File: config.mk
export PLATFORM = sky130hd
export DESIGN_NAME = multicycle_control
export DESIGN_NICKNAME = d
export VERILOG_FILES = /design/src/rtl/multicycle_control.sv
export SDC_FILE = /design/constraint.sdc
export NUM_CORES = 1
export LEC_CHECK = 0
export ABC_AREA = 1
export CAP_MARGIN = 20
export CORE_ASPECT_RATIO = 0.8
export CORE_MARGIN = 3
export CORE_UTILIZATION = 30
export DETAILED_ROUTE_END_ITERATION = 6
export GPL_TIMING_DRIVEN = 0
export PLACE_DENSITY = 0.62
export SLEW_MARGIN = 20
export SYNTH_ARGS = -nofsm -noshare
export SYNTH_HDL_FRONTEND = slang
export SYNTH_SLANG_ARGS = --single-unit
File: constraint.sdc
create_clock -name clk -period 1.5 [get_ports clk]
set_clock_uncertainty 0.15 [all_clocks]
set_input_delay 0.15 -clock clk [delete_from_list [all_inputs] [get_ports clk]]
set_output_delay 0.15 -clock clk [all_outputs]
set_load 0.02 [all_outputs]
File: src/rtl/multicycle_control.sv
// Main control FSM for the multicycle MIPS datapath: sequences fetch/decode/
// execute/memory/write-back and drives every datapath select and enable.
module multicycle_control (
  input  logic       clk,
  input  logic       reset,
  input  logic [5:0] opcode,
  input  logic [5:0] funct,
  input  logic       zero,
  input  logic       mem_ready,
  output logic [3:0] state,
  output logic       pc_write,
  output logic [1:0] pc_src,
  output logic       ir_write,
  output logic       mem_read,
  output logic       mem_write,
  output logic       i_or_d,
  output logic       reg_write,
  output logic       reg_dst,
  output logic       mem_to_reg,
  output logic       alu_src_a,
  output logic [1:0] alu_src_b,
  output logic [2:0] alu_op,
  output logic       illegal
);

  typedef enum logic [3:0] {
    S_FETCH    = 4'd0,
    S_DECODE   = 4'd1,
    S_MEM_ADDR = 4'd2,
    S_MEM_RD   = 4'd3,
    S_WB_LW    = 4'd4,
    S_MEM_WR   = 4'd5,
    S_EXEC_R   = 4'd6,
    S_WB_R     = 4'd7,
    S_BRANCH   = 4'd8,
    S_JUMP     = 4'd9,
    S_EXEC_I   = 4'd10,
    S_WB_I     = 4'd11,
    S_JR       = 4'd12,
    S_TRAP     = 4'd15
  } state_t;

  localparam logic [5:0] OP_RTYPE = 6'b000000;
  localparam logic [5:0] OP_LW    = 6'b100011;
  localparam logic [5:0] OP_SW    = 6'b101011;
  localparam logic [5:0] OP_BEQ   = 6'b000100;
  localparam logic [5:0] OP_BNE   = 6'b000101;
  localparam logic [5:0] OP_J     = 6'b000010;
  localparam logic [5:0] OP_ADDI  = 6'b001000;
  localparam logic [5:0] OP_ANDI  = 6'b001100;
  localparam logic [5:0] OP_ORI   = 6'b001101;
  localparam logic [5:0] OP_LUI   = 6'b001111;
  localparam logic [5:0] FN_JR    = 6'b001000;

  // fetch/jump_wr/branch are internal qualifiers combined with mem_ready/zero
  typedef struct packed {
    logic       mem_read;
    logic       mem_write;
    logic       i_or_d;
    logic       reg_write;
    logic       reg_dst;
    logic       mem_to_reg;
    logic       alu_src_a;
    logic [1:0] alu_src_b;
    logic [2:0] alu_op;
    logic [1:0] pc_src;
    logic       illegal;
    logic       fetch;
    logic       jump_wr;
    logic       branch;
  } ctrl_t;

  function automatic ctrl_t decode(input state_t s, input logic [5:0] op);
    ctrl_t c;
    c = '0;
    case (s)
      S_FETCH: begin
        c.mem_read  = 1'b1;
        c.alu_src_b = 2'b01;
        c.alu_op    = 3'b100;
        c.fetch     = 1'b1;
      end
      S_DECODE: begin
        c.alu_src_b = 2'b11;
        c.alu_op    = 3'b100;
      end
      S_MEM_ADDR: begin
        c.alu_src_a = 1'b1;
        c.alu_src_b = 2'b10;
        c.alu_op    = 3'b100;
      end
      S_MEM_RD: begin
        c.mem_read = 1'b1;
        c.i_or_d   = 1'b1;
      end
      S_WB_LW: begin
        c.reg_write  = 1'b1;
        c.mem_to_reg = 1'b1;
      end
      S_MEM_WR: begin
        c.mem_write = 1'b1;
        c.i_or_d    = 1'b1;
      end
      S_EXEC_R: begin
        c.alu_src_a = 1'b1;
        c.alu_op    = 3'b111;
      end
      S_WB_R: begin
        c.reg_write = 1'b1;
        c.reg_dst   = 1'b1;
      end
      S_EXEC_I: begin
        c.alu_src_a = 1'b1;
        c.alu_src_b = 2'b10;
        case (op)
          OP_ANDI: c.alu_op = 3'b000;
          OP_ORI:  c.alu_op = 3'b001;
          OP_LUI:  c.alu_op = 3'b101;
          default: c.alu_op = 3'b100;
        endcase
      end
      S_WB_I:   c.reg_write = 1'b1;
      S_BRANCH: begin
        c.alu_src_a = 1'b1;
        c.alu_op    = 3'b110;
        c.pc_src    = 2'b01;
        c.branch    = 1'b1;
      end
      S_JUMP: begin
        c.pc_src  = 2'b10;
        c.jump_wr = 1'b1;
      end
      S_JR: begin
        c.pc_src  = 2'b11;
        c.jump_wr = 1'b1;
      end
      S_TRAP:  c.illegal = 1'b1;
      default: c = '0;
    endcase
    return c;
  endfunction

  state_t cur, nxt;
  ctrl_t  c_q;

  always_comb begin
    nxt = cur;
    case (cur)
      S_FETCH:    nxt = mem_ready ? S_DECODE : S_FETCH;
      S_DECODE: begin
        case (opcode)
          OP_RTYPE:                         nxt = (funct == FN_JR) ? S_JR : S_EXEC_R;
          OP_LW, OP_SW:                     nxt = S_MEM_ADDR;
          OP_BEQ, OP_BNE:                   nxt = S_BRANCH;
          OP_J:                             nxt = S_JUMP;
          OP_ADDI, OP_ANDI, OP_ORI, OP_LUI: nxt = S_EXEC_I;
          default:                          nxt = S_TRAP;
        endcase
      end
      S_MEM_ADDR: nxt = (opcode == OP_SW) ? S_MEM_WR : S_MEM_RD;
      S_MEM_RD:   nxt = mem_ready ? S_WB_LW : S_MEM_RD;
      S_MEM_WR:   nxt = mem_ready ? S_FETCH : S_MEM_WR;
      S_EXEC_R:   nxt = S_WB_R;
      S_EXEC_I:   nxt = S_WB_I;
      S_WB_LW, S_WB_R, S_WB_I, S_BRANCH, S_JUMP, S_JR: nxt = S_FETCH;
      default:    nxt = S_TRAP;
    endcase
  end

  // Moore outputs are registered from the next state so they line up with it;
  // opcode is held by the IR for the whole instruction after FETCH.
  always_ff @(posedge clk or posedge reset) begin
    if (reset) begin
      cur <= S_FETCH;
      c_q <= decode(S_FETCH, 6'd0);
    end else begin
      cur <= nxt;
      c_q <= decode(nxt, opcode);
    end
  end

  assign state      = cur;
  assign mem_read   = c_q.mem_read;
  assign mem_write  = c_q.mem_write;
  assign i_or_d     = c_q.i_or_d;
  assign reg_write  = c_q.reg_write;
  assign reg_dst    = c_q.reg_dst;
  assign mem_to_reg = c_q.mem_to_reg;
  assign alu_src_a  = c_q.alu_src_a;
  assign alu_src_b  = c_q.alu_src_b;
  assign alu_op     = c_q.alu_op;
  assign pc_src     = c_q.pc_src;
  assign illegal    = c_q.illegal;
  assign ir_write   = c_q.fetch & mem_ready;
  assign pc_write   = (c_q.fetch & mem_ready) | c_q.jump_wr |
                      (c_q.branch & ((opcode == OP_BNE) ? ~zero : zero));

endmodule

* Yosys cells after proc, flatten, opt, wreduce, memory -nomap -nowiden
Index checks and enable logic that the tools add are counted.
** Word-level totals
- Word-level logic and storage cells :: 92
- Input port bits :: 16
- Output and inout port bits :: 21
- Bits in registers :: 22
** Cells by class
- Equality and inequality tests :: 35
- Mux-type cells :: 23
- Bitwise gates (word level) :: 5
- Reductions and logical operators :: 14
** Operator list (count)
- 4-bit equality test, second input constant :: 11
- 4-bit by 3-bit equality test with 1-bit output, second input constant :: 8
- 4-bit one-hot mux with 8 select lines :: 1
- 6-bit by 4-bit equality test with 1-bit output, second input constant :: 5
- 4-bit one-hot mux with 5 select lines :: 1
- 4-bit by 2-bit equality test with 1-bit output, second input constant :: 4
- 1-bit 2-to-1 mux :: 13
- 6-bit by 3-bit equality test with 1-bit output, second input constant :: 2
- 6-bit equality test, second input constant :: 2
- 2-bit one-hot mux with 3 select lines :: 2
- 3-bit one-hot mux with 4 select lines :: 1
- 2-bit OR reduction :: 6
- 3-bit 2-to-1 mux :: 3
- 3-bit one-hot mux with 3 select lines :: 1
- 4-bit by 1-bit equality test with 1-bit output, second input constant :: 2
- 4-bit logical NOT :: 2
- 4-bit OR reduction :: 2
- 6-bit by 2-bit equality test with 1-bit output, second input constant :: 1
- 6-bit logical NOT :: 1
- 3-bit OR reduction :: 2
- 6-bit OR reduction :: 1
- 4-bit 2-to-1 mux :: 1
- 1-bit bitwise AND :: 2
- 1-bit bitwise OR :: 2
- 1-bit NOT :: 1

* Depth between registers and ports, before layout
Gate-level depths: netlist (run 1).
- Word-level depth :: 7
- Depth in mapped cells :: 14
- Mapped depth without buffers :: 14

* Worst setup path after synthesis (run 1)
OpenSTA, ideal clock, no wires.
- Path kind :: register -> register
- Start :: register cur[0], in the netlist state[0]
- End :: register c_q, in the netlist alu_src_a
- Required time :: 1.225 ns
- Library setup time :: 0.125 ns
- Buffers on the path :: 0
- Cell stages (with the launch flop) :: 12
- Arrival time :: 1.471 ns
- Setup slack :: -0.247 ns
- Cells stage by stage :: dfrtp_1 inv_1 nand2_1 nor3_2 nor2_4 nand2_1 nor2_1 nand2_2 nand3_1 inv_1 nand2_1 nand3_1
** On the way
- Word-level cells in the longest chain between the ends :: 6
- Elaborated cells between the ends (all ways) :: 21
- Classes of those cells :: eq/ne: 16; mux: 2; reduce/logical: 3
** RTL lines
- from (decl) :: RTL line 143 : state_t cur, nxt;
- from (signal assigned) :: RTL line 177 : cur <= nxt;
- 4-bit by 3-bit equality test with 1-bit output or 4-bit equality test (tied branches) :: RTL line 148 : case (cur)
- 6-bit OR reduction :: RTL line 148
- 4-bit one-hot mux with 8 select lines (*) :: RTL line 148
- net nxt[1] :: RTL line 143
- 4-bit equality test, or another cell as far along :: RTL line 76 : case (s)
- 4-bit OR reduction (no line) (*)
- 1-bit 2-to-1 mux (*) :: RTL line 76
- to (signal assigned) :: RTL line 175 : c_q <= decode(S_FETCH, 6'd0);
- to (signal assigned) :: RTL line 178 : c_q <= decode(nxt, opcode);
- to (decl) :: RTL line 144 : ctrl_t c_q;
The timed path passes the listed nets; every way through them passes the cells marked *.

* Worst setup path after layout (run 1)
- Start :: input mem_ready
- End :: register c_q, in the netlist alu_src_a
** On the way
- Word-level cells in the longest chain between the ends :: 5
- Elaborated cells between the ends (all ways) :: 10
- Classes of those cells :: eq/ne: 4; mux: 5; reduce/logical: 1
** RTL lines
- from (decl) :: RTL line 9 : input logic mem_ready,
- 3-bit 2-to-1 mux (*) :: RTL line 161 : S_MEM_RD: nxt = mem_ready ? S_WB_LW : S_MEM_RD;
- 4-bit one-hot mux with 8 select lines (*) :: RTL line 148
- net nxt[1] :: RTL line 143
- 4-bit equality test, or another cell as far along :: RTL line 76
- 4-bit OR reduction (no line) (*)
- 1-bit 2-to-1 mux (*) :: RTL line 76
Marks and branches as above.

==> reports/results.ini, run 1 <==
[cts]
numCtsBuffers=3
cts_root_buffer=clkbuf_8
cts_tree=done
clkTransAtPathRegs_ns=0.07
cts_sinks=22
worstSkewPairLatency_ns=0.26
htreeDepth=1
clockBufferDepth=2

[drt]
drt-wirelength-per-cell_um=11.5
vias_per_cell=4.49
drt-pass1-iter-count=6
drtIter0Drc=54
vias=1256
routed_wl_um=3220
final_antenna_net_count=0
drc=0

[sta]
period_needed_ns=1.78
fin_crit_sh_pct=119
final_hold_viol_count=0
setup_viol=17
worst_slack_ns=-0.284
finalMaxSlewViolations=0
finalSetupTns_ns=-3.62
max_freq_mhz=560
slew_headroom_pct=45.4
rsz0062_at_grt=true
worst_pin_slew_ns=0.818
hold_ws_ns=0.139

[placement]
gp_congestion=0.795
dp_hpwl_um=2180
dpl-instance-area_um2=1730
numPortBuffers=36

[final_layout]
largest_reg_flops=4
diodes=0
num-nets-final=242
drive_above_1_share_pct=49.8
area_growth_pct=66.4
final_cell_area_um2=2090

[floorplan]
boundaryPins=37
dieArea_um2=5000
die_h_um=63.9
start_util_pct=32.2
core-area_um2=3900
fp.dieW_um=78.3
row_count=20

[min_path]
min-delay-path-class=input pin to flip-flop

[synth]
synth.net_count=183
yosys_warnings=0
synth_cell_types=24
yosysTopAreaCellShare_pct=35.9
ys_ff_latch=22
synth_area_leaders=dfrtp_1 36%, nand2_1 11%, dfstp_2 8.4%, inv_1 8.1%, nor2_1 7.2%
netlist_area_um2=1260
ys_seq_area_share_pct=44.2
synth_cells=167
synth_top_cell_by_area=dfrtp_1
syn_area_per_cell_um2=7.52

[grt]
grt_overflow=0
grt_pass1_vias=1167
grt_pass1_wl_um=4970
grt_max_degree=23
top_usage_layer=met2
use_met2_pct=20.6
met1_usage_pct=15.9
use_met3_pct=1.69
antenna_found_initial=0
gr-usage-all-layers_pct=12.2

[power]
ir_drop_mv=0.333
p_per_area_nw_per_um2=531
power_leakage_nw=1.11

[critical_path]
cpMaxStageDelayCell=clkdlybuf4s50_1
path_cells=clkdlybuf4s50_1, inv_1, nand3_1, nand2_1, inv_1, nand2_1, nor2_2, nand2_4, nand3_4, inv_2, nand2_2, nand3_2
startpoint_type=input pin
critPathMaxStageDelay_ns=0.59
worst_setup_path_end_kind=flip-flop
worst-setup-path-type=input pin to flip-flop
cp.arrival_ns=1.78
crit_fanout=5
cp_data_required_time_ns=1.50

[outcome]
outcome=complete, but fails checks
violations=setup timing

[flow_run]
cap_violations=0

area by class of cell:
cell class / instances / area (um2)
Fill cell: 383 / 1810
Multi-Input combinational cell: 107 / 741
Sequential cell: 22 / 561
Timing Repair Buffer: 54 / 489
Inverter: 31 / 124
Tap cell: 55 / 68.8
Clock buffer: 4 / 55.1
Buffer: 7 / 52.6
kinds of logic after synthesis:
kind of cell              synth area share (%)
and+or+nand+nor                           36.5
buffers and inverters                     13.4
DFF                                       44.2
AOI/OAI and AO/OA                         5.18
xor gates and xnor gates                 0.697
what timing repair did:
action,in CTS,in global routing
pin swaps,9,18
buffers inserted,9,9
endpoints found under the hold margin,0,0
resized for setup,55,50
endpoints found under the setup margin,33,28
hold buffers,0,0
path summary, 6_finish.rpt:
kind / start / to / slack (ns) / cells after the start
setup / recovery: mem_ready / alu_src_a / -0.28 / 12
hold / removal: opcode[2] / alu_op[2] / 0.14 / 4
setup reg to reg: state[1] / alu_src_a / -0.28 / 12
hold reg to reg: state[3] / reg_dst / 0.52 / 3
max in group asynchronous: reset / state[0] / 0.44 / 2
min in group asynchronous: reset / pc_src[0] / 0.20 / 2
synthesized netlist by cell type:
cell / n
nand2_1: 38
inv_1: 27
nor2_1: 24
dfrtp_1: 18
nand3_1: 11
buf_4: 7
dfstp_2: 4
inv_2: 4
nand2_2: 4
nor2_2: 4
nand3_2: 3
nor3_2: 3
o21ai_0: 3
a21oi_1: 2
nand3b_1: 2
nor2_4: 2
nor3_1: 2
o211ai_1: 2
o21ai_1: 2
a21oi_2: 1
a31oi_1: 1
nand4_1: 1
or2_2: 1
xor2_1: 1
layout by cell type (no fill, tap or decap), drive strengths merged:
cell / netlist / layout
nor3: 5 / 5
dfstp: 4 / 4
nor2: 30 / 30
o21ai: 5 / 5
dfrtp: 18 / 18
nand4: 1 / 1
clkdlybuf4s15: 0 / 3
inv: 31 / 31
dlymetal6s2s: 0 / 6
dlygate4sd2: 0 / 11
xor2: 1 / 1
o211ai: 2 / 2
clkdlybuf4s50: 0 / 10
buf: 7 / 26
a31oi: 1 / 1
nand2: 42 / 42
nand3: 14 / 14
a21oi: 3 / 3
nand3b: 2 / 2
clkbuf: 0 / 9
or2: 1 / 1
routing by layer:
metal	vias up	part of all wire [%]
met3	7	4.9
met2	35	49
met1	591	44
li1	623	-
met5	-	0
met4	0	1.6
stage by stage:
step | util [%] | cells | worst slack (ns) | power [mW]
finish | 53.6 | 280 | -0.284 | 1.11
global route | 53.6 | 280 | -0.399 | 1.15
CTS | 49.2 | 271 | -0.261 | 1.12
detailed placement | 44.4 | 258 | -0.834 | 0.697
global placement | 44.4 | 258 | -0.832 | 0.696
floorplan | - | 167 | -0.135 | 0.641
power by group:
part / switching [mW] / internal, mW / total [mW]
clock network: 0.182 / 0.234 / 0.416
registers: 0 / 0.593 / 0.593
logic: 0.0558 / 0.0459 / 0.102
critical path: cells and delay by family:
kind / cells / cell delay, ns
and+or+nand+nor: 8 / 0.80
buffers and inverters: 4 / 0.83
(Power assumes the default switching activity.)
==> inputs of run 2 (changes only) <==
CELL_PAD_IN_SITES_DETAIL_PLACEMENT = 0   (was not set)
CELL_PAD_IN_SITES_GLOBAL_PLACEMENT = 1   (was not set)
PLACE_DENSITY = 0.8   (was 0.62)
SLEW_MARGIN = 40   (was 20)
==> run 2 against run 1 <==
  * The run still ends with setup timing left
  * Combinational power down 7%
  * Fmax down 2.3%
  * Register-to-register slack worse by 0.04 ns
  * Global-route usage up 0.090 points
  * Sequential power about the same
  * Final area down 3.0%
  * Critical path depth down 2
  * First-iteration DRC count up 44%
  * Largest power group unchanged
==> reports/results.ini, run 2 (synthesized netlist as in run 1, its figures left out) <==
[placement]
place_ws_ns=-0.805  ; +0.0290 ns
numPortBuffers=36  ; unchanged
gp_congestion=0.807  ; +1.5%
dp_hpwl_um=2120  ; -2.5%

[critical_path]
cpMaxStageDelayCell=dfrtp_2
worst-r2r-cell-count=10  ; -2
worst-setup-path-type=flip-flop to flip-flop
crit_fanout=4  ; -1
cp.arrival_ns=1.82  ; +0.04 ns
crit_family=simple AND/OR/NAND/NOR gates
worstPathBufferInverterCount=3  ; -1
worst_setup_path_end_kind=flip-flop
cp.depth=10  ; -2
path_cells=nor2_4, buf_4, nand3_1, o211ai_1, nor2_4, buf_4, nand3_2, inv_2, nand2_1, nand3_2
critPathMaxStageDelay_ns=0.46  ; -0.13 ns
startpoint_type=flip-flop
cp_data_required_time_ns=1.49  ; about the same

[sta]
rsz0062_at_grt=true
finalMaxSlewViolations=0  ; unchanged
final_hold_viol_count=0  ; unchanged
period_needed_ns=1.83  ; +0.0429 ns
slew_headroom_pct=70.2  ; +25 points
worst_slack_ns=-0.327  ; -0.0429 ns
fin_crit_sh_pct=122  ; +2.9 points
worst_pin_slew_ns=0.446  ; -0.372 ns
hold_ws_ns=0.0717  ; -0.0669 ns
setup_viol=16  ; -1
max_freq_mhz=547  ; -2.3%

[cts]
htreeDepth=1  ; unchanged
clkTransAtPathRegs_ns=0.08  ; about the same
cts_tree=done
cts_hold_buf=0  ; unchanged
clockBufferDepth=2  ; unchanged
worstSkewPairLatency_ns=0.25  ; about the same
numCtsBuffers=3  ; unchanged
cts_root_buffer=clkbuf_8
cts_sinks=22  ; unchanged

[drt]
drt-pass1-iter-count=4  ; -2
routed_wl_um=3060  ; -4.9%
drc=0  ; unchanged
drtIter0Drc=78  ; +44%
vias=1209  ; -3.7%
final_antenna_net_count=0  ; unchanged
vias_per_cell=4.36  ; -2.7%
drt-wirelength-per-cell_um=11.1  ; -3.9%

[final_layout]
diodes=0  ; unchanged
fin_util_pct=52.0  ; -1.6 points
final_cell_mix=27 x nand2_1, 22 x buf_4, 16 x inv_1, 14 x inv_2, 14 x dfrtp_1
largest_reg_flops=4  ; unchanged
num-nets-final=239  ; -1.2%
final_common_cell=nand2_1
drive_above_1_share_pct=47.3  ; -2.5 points
area_growth_pct=61.5

[grt]
grt_pass1_vias=1093  ; -6.3%
grt_pass1_wl_um=4900  ; -1.5%
grt_max_degree=23  ; unchanged
gr-usage-all-layers_pct=12.3  ; +0.090 points
antenna_found_initial=0  ; unchanged
grt_overflow=0  ; unchanged

[floorplan]
row_count=20  ; unchanged
core-area_um2=3900  ; unchanged
boundaryPins=37  ; unchanged
start_util_pct=32.2  ; unchanged
dieArea_um2=5000  ; unchanged
die_h_um=63.9  ; unchanged
fp.dieW_um=78.3  ; unchanged

[power]
power_leakage_nw=1.10  ; -1.5%
ir_drop_mv=0.306  ; -8.1%
p_total_mw=1.09  ; -1.5%
p_per_area_nw_per_um2=540  ; +1.6%

[outcome]
violations=setup timing
outcome=complete, but fails checks

[min_path]
min-delay-path-class=input pin to async pin

[flow_run]
cap_violations=0  ; unchanged

[run 2: cell count changes in the layout (fill, tap and decap cells not counted), sizes merged]
cell / before / now
buf: 26 / 25
clkbuf: 9 / 6
clkdlybuf4s15: 3 / 4
clkdlybuf4s50: 10 / 9
dlymetal6s2s: 6 / 7
[run 2: layer usage]
layer / GRT usage [%] / up-vias / wire, um
met3: 2.96 / 2 / 200
met4: 3.93 / 0 / 25
met1: 16.4 / 553 / 1390
li1: - / 616 / -
met2: 19.8 / 38 / 1450
met5: 0 / - / 0
[run 2: worst register-to-register path, stage by stage (launching register included)]
cell and delay (ns):
dfrtp_2 0.46, nor2_4 0.18, buf_4 0.15, nand3_1 0.09, o211ai_1 0.15, nor2_4 0.06, buf_4 0.15, nand3_2 0.11
inv_2 0.05, nand2_1 0.11, nand3_2 0.08
[run 2: final cells by class]
class | count | area [um2]
Multi-Input combinational cell | 107 | 714
Fill cell | 381 | 1880
Timing Repair Buffer | 51 | 458
Tap cell | 55 | 68.8
Clock buffer | 4 | 55.1
Sequential cell | 22 | 561
Inverter | 31 | 119
Buffer | 7 | 52.6
[run 2: metrics by stage]
step | instances | area (um2) | setup TNS, ns
2_1_floorplan | 167 | 1300 | -1.27
3_3_place_gp | 258 | 1730 | -10.77
3_5_place_dp | 258 | 1730 | -10.90
4_1_cts | 270 | 1890 | -3.06
5_1_grt | 277 | 2030 | -5.57
6_report | 277 | 2030 | -3.92
[run 2: power breakdown]
group,leakage (nW),internal [mW],switching (mW)
clock network,0.0288,0.233,0.174
logic,0.803,0.0414,0.0531
registers,0.265,0.593,0
[run 2: path summary, 6_finish.rpt]
check	end	slack, ns	from
max in group asynchronous	c_q[2]	0.79	reset
setup reg to reg	alu_src_a	-0.33	state[3]
min in group clk	alu_op[2]	0.16	opcode[2]
setup / recovery	alu_src_a	-0.33	state[3]
hold reg to reg	reg_write	0.62	state[2]
hold / removal	alu_src_b[1]	0.07	reset
[run 2: what timing repair did]
action | CTS | global route
cloned | 0 | 0
setup buffers | 8 | 8
hold endpoints to repair | 0 | 0
setup endpoints to repair | 32 | 30
pin swaps | 18 | 17
gates resized for setup | 50 | 43
==> inputs of run 3 (changes only) <==
GPL_TIMING_DRIVEN = not set   (was 0)
SLEW_MARGIN = 15   (was 40)
==> run 3 against run 2 <==
  * The run still ends with setup timing left
  * First-iteration DRC count is the same
  * Fmax increased by 1.2%
  * Final area rose by 9.3%
  * Largest power group unchanged
==> reports/results.ini, run 3 (synthesized netlist as in run 1, its figures left out) <==
[final_layout]
num-nets-final=255  ; +6.7%
drive_above_1_share_pct=54.6  ; +7.3 points
diodes=0  ; unchanged
largest_reg_flops=4  ; unchanged
area_growth_pct=76.4
final_common_cell=buf_4
stdcell_count=293  ; +5.8%
final_cell_mix=34 x buf_4, 26 x nand2_1, 14 x inv_1, 14 x dfrtp_1, 12 x inv_2

[critical_path]
reg2reg_to=c_q[1]
worstPathBufferInverterCount=1  ; -2
path_cells=nor2_4, nor3_4, nand3b_1, nor2_4, nand2_4, inv_2, nor2_2, nand2_1, o21ai_1
crit_top_cell=nor2_4
worst-setup-path-type=flip-flop to flip-flop
worst-r2r-cell-count=9  ; -1
cpMaxStageDelayCell=dfrtp_2
critPathMaxStageDelay_ns=0.47  ; about the same
crit_family=simple AND/OR/NAND/NOR gates
startpoint_type=flip-flop
cp.depth=9  ; -1
cp_data_required_time_ns=1.50  ; about the same
cp.arrival_ns=1.80  ; -0.02 ns
timing.rr.start=state[1]
regToRegSetupSlack_ns=-0.31  ; +0.02 ns
worst_setup_path_end_kind=flip-flop
crit_fanout=5  ; +1

[sta]
hold_ws_ns=0.0707  ; -0.000920 ns
slew_headroom_pct=81.5  ; +11 points
finalMaxSlewViolations=0  ; unchanged
fin_crit_sh_pct=120  ; -1.5 points
worst_slack_ns=-0.305  ; +0.0221 ns
setup_viol=17  ; +1
period_needed_ns=1.81  ; -0.0221 ns
final_hold_viol_count=0  ; unchanged
worst_pin_slew_ns=0.276  ; -0.170 ns
rsz0062_at_grt=true
max_freq_mhz=554  ; +1.2%

[drt]
vias=1273  ; +5.3%
final_antenna_net_count=0  ; unchanged
vias_per_cell=4.34  ; -0.46%
routed_wl_um=3150  ; +3.0%
drtIter0Drc=78  ; unchanged
drc=0  ; unchanged
drt-pass1-iter-count=4  ; unchanged
drt-wirelength-per-cell_um=10.8  ; -2.6%

[grt]
antenna_found_initial=0  ; unchanged
gr-usage-all-layers_pct=12.5  ; +0.14 points
grt_pass1_wl_um=5090  ; +3.8%
grt_overflow=0  ; unchanged
grt_pass1_vias=1170  ; +7.0%
grt_max_degree=23  ; unchanged

[power]
p_total_mw=1.13  ; +3.0%
p_per_area_nw_per_um2=509  ; -5.7%
p_int_mw=0.890  ; +2.5%
p_comb_share_pct=10.8  ; +2.2 points
power_frac_seq_pct=52.6  ; -1.6 points
power_leakage_nw=1.20  ; +9.6%
switching_share_pct=21.1  ; +0.41 points
p_sw_mw=0.238  ; +5.0%
clkPwrFrac_pct=36.6  ; -0.6 points
ir_drop_mv=0.344  ; +12%

[cts]
cts_hold_buf=0  ; unchanged
clockBufferDepth=2  ; unchanged
numCtsBuffers=3  ; unchanged
worstSkewPairLatency_ns=0.26  ; about the same
cts_root_buffer=clkbuf_8
clkTransAtPathRegs_ns=0.07  ; about the same
cts_sinks=22  ; unchanged
htreeDepth=1  ; unchanged
cts_tree=done

[placement]
place_ws_ns=-0.726  ; +0.0790 ns
gp_congestion=0.798  ; -1.2%
dp_cells=276  ; +7.0%
dp_hpwl_um=2300  ; +8.6%
numPortBuffers=36  ; unchanged

[floorplan]
boundaryPins=37  ; unchanged
fp.dieW_um=78.3  ; unchanged
core-area_um2=3900  ; unchanged
dieArea_um2=5000  ; unchanged
die_h_um=63.9  ; unchanged
row_count=20  ; unchanged
start_util_pct=32.2  ; unchanged

[flow_run]
cap_violations=0  ; unchanged

[outcome]
outcome=complete, but fails checks
violations=setup timing

[min_path]
min-delay-path-class=input pin to async pin

==> run 3: cell types whose count changed in the layout (fill, tap and decap cells not counted), sizes merged <==
cell,before,now
buf,25,41
clkbuf,6,10
clkdlybuf4s15,4,1
clkdlybuf4s50,9,11
dlygate4sd2,11,7
dlymetal6s2s,7,8
==> run 3: power groups by stage <==
| stage | clock, mW | sequential [mW] | combinational [mW] |
|---|---|---|---|
| 2_1_floorplan | 0 | 0.604 | 0.0368 |
| 3_3_place_gp | 0 | 0.604 | 0.107 |
| 3_5_place_dp | 0 | 0.604 | 0.108 |
| 4_1_cts | 0.421 | 0.593 | 0.112 |
| 5_1_grt | 0.436 | 0.593 | 0.135 |
| 6_report | 0.412 | 0.593 | 0.122 |
==> run 3: how the worst max path moves through the flow <==
stage,start,to
6_report,state[1],c_q[1]
3_3_place_gp,opcode[0],pc_write
5_1_grt,state[1],alu_op[2]
3_5_place_dp,opcode[0],pc_write
2_1_floorplan,state[0],alu_op[2]
4_1_cts,state[0],alu_op[2]
==> run 3: worst reg2reg max path, cell delays in order, from the launching register on <==
cell,delay [ns]
dfrtp_2,0.47
nor2_4,0.16
nor3_4,0.06
nand3b_1,0.24
nor2_4,0.23
nand2_4,0.10
inv_2,0.09
nor2_2,0.05
nand2_1,0.09
o21ai_1,0.07
==> run 3: stage by stage <==
stage / TNS, ns / area, um2 / util (%)
2_1_floorplan: -1.27 / 1300 / -
3_3_place_gp: -11.12 / 1870 / 47.9
3_5_place_dp: -11.18 / 1870 / 47.9
4_1_cts: -3.85 / 2070 / 53.0
5_1_grt: -5.63 / 2220 / 56.8
6_report: -4.45 / 2220 / 56.8
==> run 3: metal layers <==
metal	part of all wire, %	up-vias	GRT usage [%]
met3	7.4	4	2.82
met1	43	565	16.2
met4	1.1	0	2.62
met2	48	53	21.3
met5	0	-	0
li1	-	651	-
==> run 3: timing repair <==
| action | in CTS | in global routing |
|---|---|---|
| buffers inserted | 9 | 4 |
| pin swaps | 8 | 18 |
| gates resized for setup | 57 | 60 |
| setup endpoints to repair | 29 | 28 |
==> run 3: layout make-up <==
cell class,count,area [um2]
fillers,374,1690
repair buffers,74,639
clock buffers,4,55.1
inverters,31,129
multi-input cells,107,763
flip-flops and latches,22,561
well taps,55,68.8
